$ cat src/rtl/fifo_pkg.sv
// Shared types and helpers for the async FIFO pointer logic.
// Gray decode is width-agnostic: callers zero-extend into GRAY_MAX_W and truncate back.
package fifo_pkg;

  localparam int ADDR_SIZE  = 4;
  localparam int GRAY_MAX_W = 16;

  typedef logic [ADDR_SIZE:0]   ptr_t;
  typedef logic [ADDR_SIZE-1:0] addr_t;

  function automatic logic [GRAY_MAX_W-1:0] gray2bin(input logic [GRAY_MAX_W-1:0] g);
    logic [GRAY_MAX_W-1:0] b;
    b[GRAY_MAX_W-1] = g[GRAY_MAX_W-1];
    for (int i = GRAY_MAX_W - 2; i >= 0; i--) begin
      b[i] = b[i+1] ^ g[i];
    end
    return b;
  endfunction

endpackage

$ cat src/rtl/fifo_wptr_full_if.sv
// Write-side bus of the async FIFO: request/clear in, pointers and status out.
interface fifo_wptr_full_if
  import fifo_pkg::*;
#(
  parameter int ADDR_SIZE = fifo_pkg::ADDR_SIZE
);
  logic                 winc;
  logic [ADDR_SIZE:0]   rptr_gray;
  logic                 ovf_clr;
  logic [ADDR_SIZE-1:0] waddr;
  logic [ADDR_SIZE:0]   wptr_gray;
  logic                 wfull;
  logic                 walmost_full;
  logic [ADDR_SIZE:0]   wlevel;
  logic                 wovf;

  modport master (
    output winc, rptr_gray, ovf_clr,
    input  waddr, wptr_gray, wfull, walmost_full, wlevel, wovf
  );

  modport slave (
    input  winc, rptr_gray, ovf_clr,
    output waddr, wptr_gray, wfull, walmost_full, wlevel, wovf
  );
endinterface

$ cat src/rtl/binary_to_gray.sv
// Combinational binary-to-Gray converter.
module binary_to_gray #(
  parameter int SIZE = 5
) (
  input  logic [SIZE-1:0] bin,
  output logic [SIZE-1:0] gray
);
  assign gray = bin ^ (bin >> 1);
endmodule

$ cat src/rtl/fifo_wptr_full.sv
// Write-domain pointer and full/level/overflow tracking for the async FIFO.
// The read pointer arrives in Gray code and is synchronised with two plain flops.
module fifo_wptr_full
  import fifo_pkg::*;
#(
  parameter int ADDR_SIZE = fifo_pkg::ADDR_SIZE,
  parameter int AF_MARGIN = 2
) (
  input logic           clk,
  input logic           reset_n,
  fifo_wptr_full_if.slave bus
);
  localparam int PW    = ADDR_SIZE + 1;
  localparam int DEPTH = 2 ** ADDR_SIZE;
  localparam logic [ADDR_SIZE:0] AF_THRESH = PW'(DEPTH - AF_MARGIN);

  logic [ADDR_SIZE:0] wbin;
  logic [ADDR_SIZE:0] wbin_next;
  logic [ADDR_SIZE:0] wgray_next;
  logic [ADDR_SIZE:0] rq1;
  logic [ADDR_SIZE:0] wq2_rptr;
  logic [ADDR_SIZE:0] rbin_s;
  logic [ADDR_SIZE:0] level_next;
  logic [ADDR_SIZE:0] full_cmp;
  logic               wen;
  logic               wptr_full;
  logic               walmost_full_r;
  logic [ADDR_SIZE:0] wlevel_r;
  logic               wovf_r;
  logic [ADDR_SIZE:0] wptr_gray_r;

  assign wen        = bus.winc & ~wptr_full;
  assign wbin_next  = wbin + {{ADDR_SIZE{1'b0}}, wen};
  assign rbin_s     = PW'(gray2bin(GRAY_MAX_W'(wq2_rptr)));
  assign level_next = wbin_next - rbin_s;
  // Full when the write pointer is one lap ahead: top two Gray bits inverted, rest equal.
  assign full_cmp   = {~wq2_rptr[ADDR_SIZE:ADDR_SIZE-1], wq2_rptr[ADDR_SIZE-2:0]};

  binary_to_gray #(.SIZE(PW)) u_b2g (
    .bin  (wbin_next),
    .gray (wgray_next)
  );

  always_ff @(posedge clk) begin
    if (!reset_n) begin
      wbin           <= '0;
      wptr_gray_r    <= '0;
      rq1            <= '0;
      wq2_rptr       <= '0;
      wptr_full      <= 1'b0;
      walmost_full_r <= 1'b0;
      wlevel_r       <= '0;
      wovf_r         <= 1'b0;
    end else begin
      rq1            <= bus.rptr_gray;
      wq2_rptr       <= rq1;
      wbin           <= wbin_next;
      wptr_gray_r    <= wgray_next;
      wptr_full      <= (wgray_next == full_cmp);
      wlevel_r       <= level_next;
      walmost_full_r <= (level_next >= AF_THRESH);
      // Set has priority so an overflow in the clearing cycle is not lost.
      if (bus.winc && wptr_full) begin
        wovf_r <= 1'b1;
      end else if (bus.ovf_clr) begin
        wovf_r <= 1'b0;
      end
    end
  end

  assign bus.waddr        = wbin[ADDR_SIZE-1:0];
  assign bus.wptr_gray    = wptr_gray_r;
  assign bus.wfull        = wptr_full;
  assign bus.walmost_full = walmost_full_r;
  assign bus.wlevel       = wlevel_r;
  assign bus.wovf         = wovf_r;

endmodule

$ cat src/flat_wrapper.sv
// flat-port wrapper written by rule: the top's interface ports become plain ports
module fifo_wptr_full_flat import fifo_pkg::*;
#(
  parameter int ADDR_SIZE = fifo_pkg::ADDR_SIZE,
  parameter int AF_MARGIN = 2
)
  (clk, reset_n, bus_winc, bus_rptr_gray, bus_ovf_clr, bus_waddr, bus_wptr_gray, bus_wfull, bus_walmost_full, bus_wlevel, bus_wovf);
  fifo_wptr_full_if #(.ADDR_SIZE(ADDR_SIZE)) bus_i ();
  input logic clk;
  input logic reset_n;
  input wire logic [$bits(bus_i.winc)-1:0] bus_winc;
  input wire logic [$bits(bus_i.rptr_gray)-1:0] bus_rptr_gray;
  input wire logic [$bits(bus_i.ovf_clr)-1:0] bus_ovf_clr;
  output wire logic [$bits(bus_i.waddr)-1:0] bus_waddr;
  output wire logic [$bits(bus_i.wptr_gray)-1:0] bus_wptr_gray;
  output wire logic [$bits(bus_i.wfull)-1:0] bus_wfull;
  output wire logic [$bits(bus_i.walmost_full)-1:0] bus_walmost_full;
  output wire logic [$bits(bus_i.wlevel)-1:0] bus_wlevel;
  output wire logic [$bits(bus_i.wovf)-1:0] bus_wovf;
  assign bus_i.winc = bus_winc;
  assign bus_i.rptr_gray = bus_rptr_gray;
  assign bus_i.ovf_clr = bus_ovf_clr;
  assign bus_waddr = bus_i.waddr;
  assign bus_wptr_gray = bus_i.wptr_gray;
  assign bus_wfull = bus_i.wfull;
  assign bus_walmost_full = bus_i.walmost_full;
  assign bus_wlevel = bus_i.wlevel;
  assign bus_wovf = bus_i.wovf;
  fifo_wptr_full #(.ADDR_SIZE(ADDR_SIZE), .AF_MARGIN(AF_MARGIN)) u_core (.clk(clk), .reset_n(reset_n), .bus(bus_i));
endmodule
$ cat config.mk
export PLATFORM = sky130hd
export DESIGN_NAME = fifo_wptr_full_flat
export DESIGN_NICKNAME = d
export VERILOG_FILES = /design/src/rtl/fifo_pkg.sv /design/src/rtl/fifo_wptr_full_if.sv /design/src/rtl/binary_to_gray.sv /design/src/rtl/fifo_wptr_full.sv /design/src/flat_wrapper.sv
export SDC_FILE = /design/constraint.sdc
export NUM_CORES = 1
export LEC_CHECK = 0
export BUFFER_PORTS_ARGS = -buffer_cell sky130_fd_sc_hd__buf_2
export CORE_UTILIZATION = 55
export CTS_BUF_LIST = sky130_fd_sc_hd__clkbuf_4
export CTS_CLUSTER_DIAMETER = 50
export DETAILED_ROUTE_END_ITERATION = 10
export PLACE_DENSITY = 0.81
export SLEW_MARGIN = 10
export SYNTH_ARGS = -nofsm -noshare
export SYNTH_HDL_FRONTEND = slang
export SYNTH_SLANG_ARGS = --single-unit
export TNS_END_PERCENT = 100
$ cat constraint.sdc
create_clock -name clk -period 3.16 [get_ports clk]
set_input_delay 0.474 -clock clk [delete_from_list [all_inputs] [get_ports clk]]
set_output_delay 0.474 -clock clk [all_outputs]
set_load 0.01 [all_outputs]
; ---- Word-level counts from Yosys, hierarchy flattened
; Cells that the tools add are included.
[totals]
ff_bits = 28
in_bits = 9
out_inout_bits = 17
word_cells = 24
[op_classes]
n_addsub = 2
n_lt_le_gt_ge = 1
n_eq_ne = 1
n_mux = 2
bitwise_logic = 8
reduce_logical = 2
[op_table]
columns = op, count
row1 = adder 5 x 1 -> 5 bit, 1
row2 = equality test 5 bit, 1
row3 = ">= comparator 5 x 4 -> 1 bit, second input constant", 1
row4 = subtractor 5 bit, 1
row5 = XOR 5 x 4 -> 5 bit, 1
row6 = XOR 1 bit, 4
row7 = 2-to-1 mux 1 bit, 2
row8 = NOT 2 bit, 1
row9 = nonzero test 2 bit, 1
row10 = AND 1 bit, 1
row11 = logical AND 1 bit, 1
row12 = NOT 1 bit, 1

; ---- Longest topological paths before layout
[logic_depth]
depth_word = 6
mapped_depth = 11
mapped_depth_nobuf = 11

; ---- By module
; Synthesis repeated with hierarchy kept, for this count alone.
[unflattened]
cells_unflattened = 106
hier_area_um2 = 1157.4
[by_module_without_submodules]
columns = module, instances, cells_each, area_each_um2, seq_area_each_um2
row1 = fifo_wptr_full, 1, 101, 1114.8, 560.5
row2 = binary_to_gray, 1, 5, 42.5, 0.0

; ---- Least setup slack after synthesis
; Ideal clock, no wire load.
[synth_timing]
path_type = input to register
from = input port bus_winc
to = register u_core.wlevel_r[3] (netlist: u_core.bus.wlevel[3])
setup_ns = 0.115
arrival_time_ns = 2.270
required_time_ns = 3.045
setup_slack_ns = 0.775
stages = 9
n_path_buf = 0
path_cell_list = nor2b_1 > ha_1 > nand2_1 > xor2_1 > inv_1 > ha_1 > o21a_1 > or3_1 > and3_1
[synth_via]
elab_chain_cells = 3
[synth_lines]
columns = item, line
row1 = "start, declared", flat_wrapper.sv:11  ; input wire logic [$bits(bus_i.winc)-1:0] bus_winc;
row2 = AND 1 bit, fifo_wptr_full.sv:32  ; assign wen = bus.winc & ~wptr_full;
row3 = adder 5 x 1 -> 5 bit, fifo_wptr_full.sv:33  ; assign wbin_next = wbin + {{ADDR_SIZE{1'b0}}, wen};
row4 = named net u_core.u_b2g.bin[2], binary_to_gray.sv:5  ; input logic [SIZE-1:0] bin,
row5 = subtractor 5 bit, fifo_wptr_full.sv:35  ; assign level_next = wbin_next - rbin_s;
row6 = "end signal, assigned", fifo_wptr_full.sv:60  ; wlevel_r <= level_next;
row7 = "end, declared", fifo_wptr_full.sv:28  ; logic [ADDR_SIZE:0] wlevel_r;
; The timed path passes the listed nets, and every way through them passes these cells.
; A chain may end at the register's enable or synchronous reset.

; ---- Worst setup path after layout
[layout_timing]
from = register u_core.wq2_rptr[4]
to = register u_core.walmost_full_r (netlist: u_core.bus.walmost_full)
[layout_via]
elab_chain_cells = 6
[layout_lines]
columns = item, line
row1 = "start, declared", fifo_wptr_full.sv:21  ; logic [ADDR_SIZE:0] wq2_rptr;
row2 = "start signal, assigned", fifo_wptr_full.sv:56  ; wq2_rptr <= rq1;
row3 = XOR 1 bit (4 in a row), fifo_pkg.sv:15  ; b[i] = b[i+1] ^ g[i];
row4 = subtractor 5 bit *, fifo_wptr_full.sv:35
row5 = >= comparator 5 x 4 -> 1 bit *, fifo_wptr_full.sv:61  ; walmost_full_r <= (level_next >= AF_THRESH);
row6 = "end signal, assigned", fifo_wptr_full.sv:61
row7 = "end, declared", fifo_wptr_full.sv:27  ; logic walmost_full_r;
; Mark *: on every way between the ends. The rest lies on a longest branch, timed or not.

==> impl_metrics.csv <==
group,metric,value,unit
run_status,outcome,"complete, no violations",
timing,tightest_slew,454,ps
cts,post_cts_buffers,0,
synth,avgSynthCellArea,9.84,um2
placement,routabilityCongestion,0.816,
global_route,grt_max_degree,16,
synth,syn_nets,136,
timing,rsz0062_at_grt,"false",
synth,ys.flop_type,"dfxtp_1",
worst_setup_path,slowest_stage,"dfxtp_1",
worst_setup_path,crit_chain,"xnor2_1 > xor2_1 > xor2_1 > xnor2_1 > ha_1 > fa_1 > inv_1 > a21o_1 > a21oi_1 > xor2_1 > a21oi_1",
drt,ant_nets,0,
drt,wl_met3,47,um
cts,cts_tree,"built",
cts,cts_hold_buffers,0,
timing,fin_tns_setup,0,ps
global_route,overflow,0,
worst_setup_path,cp.required,3360,ps
floorplanning,fp-row-count,16,
global_route,grt_use_total,0.189,
synth,syn_inst,120,
layout,syn2layout_area_growth,14.3,%
worst_setup_path,crit_start,"u_core.wq2_rptr[4]",
drt,wl_per_cell,11.2,um
worst_setup_path,r2r_cells,11,
job,max-cap-violations,0,
worst_setup_path,r2r_start,"u_core.wq2_rptr[4]",
cts,cts_resized,0,
timing,hold_viol_final,0,
drt,drt-initial-drc-count,9,
synth,synth-warning-count,0,
global_route,antenna_found_initial,0,
worst_setup_path,start_kind,"flip-flop",
drt,firstDrtPassIters,3,
worst_setup_path,critPathKind,"flip-flop to flip-flop",
worst_setup_path,arrival,2800,ps
cts,cts-root-buf,"clkbuf_4",
power_and_ir_drop,p_leak,0.650,nW
worst_hold_path,hold_depth,2,
worst_hold_path,worstHoldStart,"bus_rptr_gray[1]",
worst_hold_path,worstHoldPathType,"input pin to flip-flop",
worst_setup_path,crit_family,"XOR/XNOR gates",
drt,routed_wl,1920,um
drt,top_layer_used,"met4",
synth,synth_seq_cells,27,
synth,async_flop_share,0,
timing,slew_viol_final,0,
cts,numClockSinks,27,
layout,final_common_cell,"dfxtp_1",
worst_setup_path,critical-path-max-stage-delay,350,ps
synth,yosys.area.top_type_share,0.458,
global_route,grt_pass1_wl,3330,um
placement,hpwlAfterDp,1480,um
cts,clkLatencyLatePin,320,ps
layout,multi_input_area,591,um2
floorplanning,die_w,48.3,um
layout,fill_cells,160,
synth,synth_edf_count,0,
worst_setup_path,endpoint_kind,"flip-flop",
synth,ys_top_cells_by_area,"dfxtp_1 (46%), xnor2_1 (10%), xor2_1 (6.7%), ha_1 (6.4%), and2_1 (5.8%)",
drt,viasPerCell,4.79,
cts,clk_pin_slew,130,ps
timing,setup_violations,0,
cts,cts_max_path_buffers,2,
floorplanning,io_pins,26,
drt,drt-met1-wl,886,um
timing,skew,1.77,ps
power_and_ir_drop,powerDensity,516,mW/mm2
floorplanning,dieArea,0.00234,mm2
layout,ff_latch_area,541,um2
floorplanning,die_h,48.3,um
floorplanning,initial_core_util,0.596,
timing,fin_crit,2610,ps
drt,wl_met2,941,um
worst_setup_path,crit_fanout,3,
power_and_ir_drop,peakVddDrop,0.000342,V
power_and_ir_drop,finalPower,0.697,mW
worst_setup_path,crit_top_cell,"xor2_1",
timing,finalCritPeriodShare,0.825,
timing,clock.fmax,0.384,GHz
synth,synth.cell_area,0.00118,mm2
floorplanning,fp.coreArea,0.00198,mm2
synth,synth_cell_types,33,
drt,drc,0,
synth,synth.largest_area_cell,"dfxtp_1",
synth,ys_seq_area_frac,0.458,
drt,vias,824,
layout,final_cell_mix,"dfxtp_1 (27), buf_2 (25), xnor2_1 (14)",
worst_setup_path,cp_num_cells,11,
layout,drive_gt1_frac,0.221,
cts,cts_max_level,1,
placement,portBuffers,25,
global_route,grt_pass1_vias,814,
timing,maxSlewHeadroom,0.697,
cts,numCtsBuffers,3,
layout,antenna_cells,0,
layout,finalNetCount,162,
worst_setup_path,crit_buf_inv,1,
metal layers:
layer,vias up,track usage
met5,-,0
met4,0,0.103
met3,5,0.0377
met2,18,0.352
met1,367,0.198
li1,434,-
where the power goes:
group / switching [mW] / internal, mW
Clock: 0.0946 / 0.0581
Sequential: 0.0112 / 0.370
Combinational: 0.0862 / 0.0770
final cells by class:
type                       count  area share
sequential                    27       0.400
multi-input combinational     81       0.437
clock buffer                   4      0.0222
timing repair buffer          25      0.0927
inverter                       8      0.0222
tap                           27      0.0250
registers in the layout, indices dropped and copies added (netlist names):
signal / cells
u_core.bus.wlevel: 5
u_core.bus.wptr_gray: 5
u_core.wq2_rptr: 5
u_core.wbin: 4
u_core.rq1: 5
u_core.bus.walmost_full: 1
u_core.bus.wfull: 1
u_core.bus.wovf: 1
logic make-up after synthesis:
group	Yosys count	synth area share
DFF	27	0.458
buffers and inverters	12	0.0424
xor gates and xnor gates	23	0.171
AOI/OAI and AO/OA	10	0.0487
adders and majority gates	7	0.0805
and+or+nand+nor	41	0.200
cell usage after synthesis (all sizes together) (2+ instances only):
library cell,instances
a21oi,5
dfxtp,27
nand2,2
inv,8
xnor2,14
xor2,9
buf,3
nor2b,3
ha,6
o21ai,2
nor2,12
and3,3
nor4,2
and2,11
metrics by stage:
stage | hold WS (ps) | std cells | worst slack, ps | instance area, um2 | utilization
2_1_floorplan | 412 | 120 | 775 | 1180 | -
3_3_place_gp | 414 | 168 | 529 | 1320 | 0.666
3_5_place_dp | 420 | 168 | 392 | 1320 | 0.666
4_1_cts | 333 | 172 | 544 | 1350 | 0.681
5_1_grt | 335 | 172 | 350 | 1350 | 0.681
6_report | 346 | 172 | 554 | 1350 | 0.681
worst paths after layout:
kind                                   to  slack [ps]
setup / recovery  u_core.bus.walmost_full         550
hold / removal              u_core.rq1[1]         350
setup reg to reg  u_core.bus.walmost_full         550
hold reg to reg        u_core.wq2_rptr[1]         450
worst reg2reg max path: cells and delay by family, from the launching register on:
kind                     cells  cell delay, ps
AO/OA/AOI/OAI                3             440
XOR/XNOR                     5            1180
adder cells (fa/ha/maj)      2             450
buffers and inverters        1              60
flip-flops                   1             350
(Power assumes the default switching activity.)
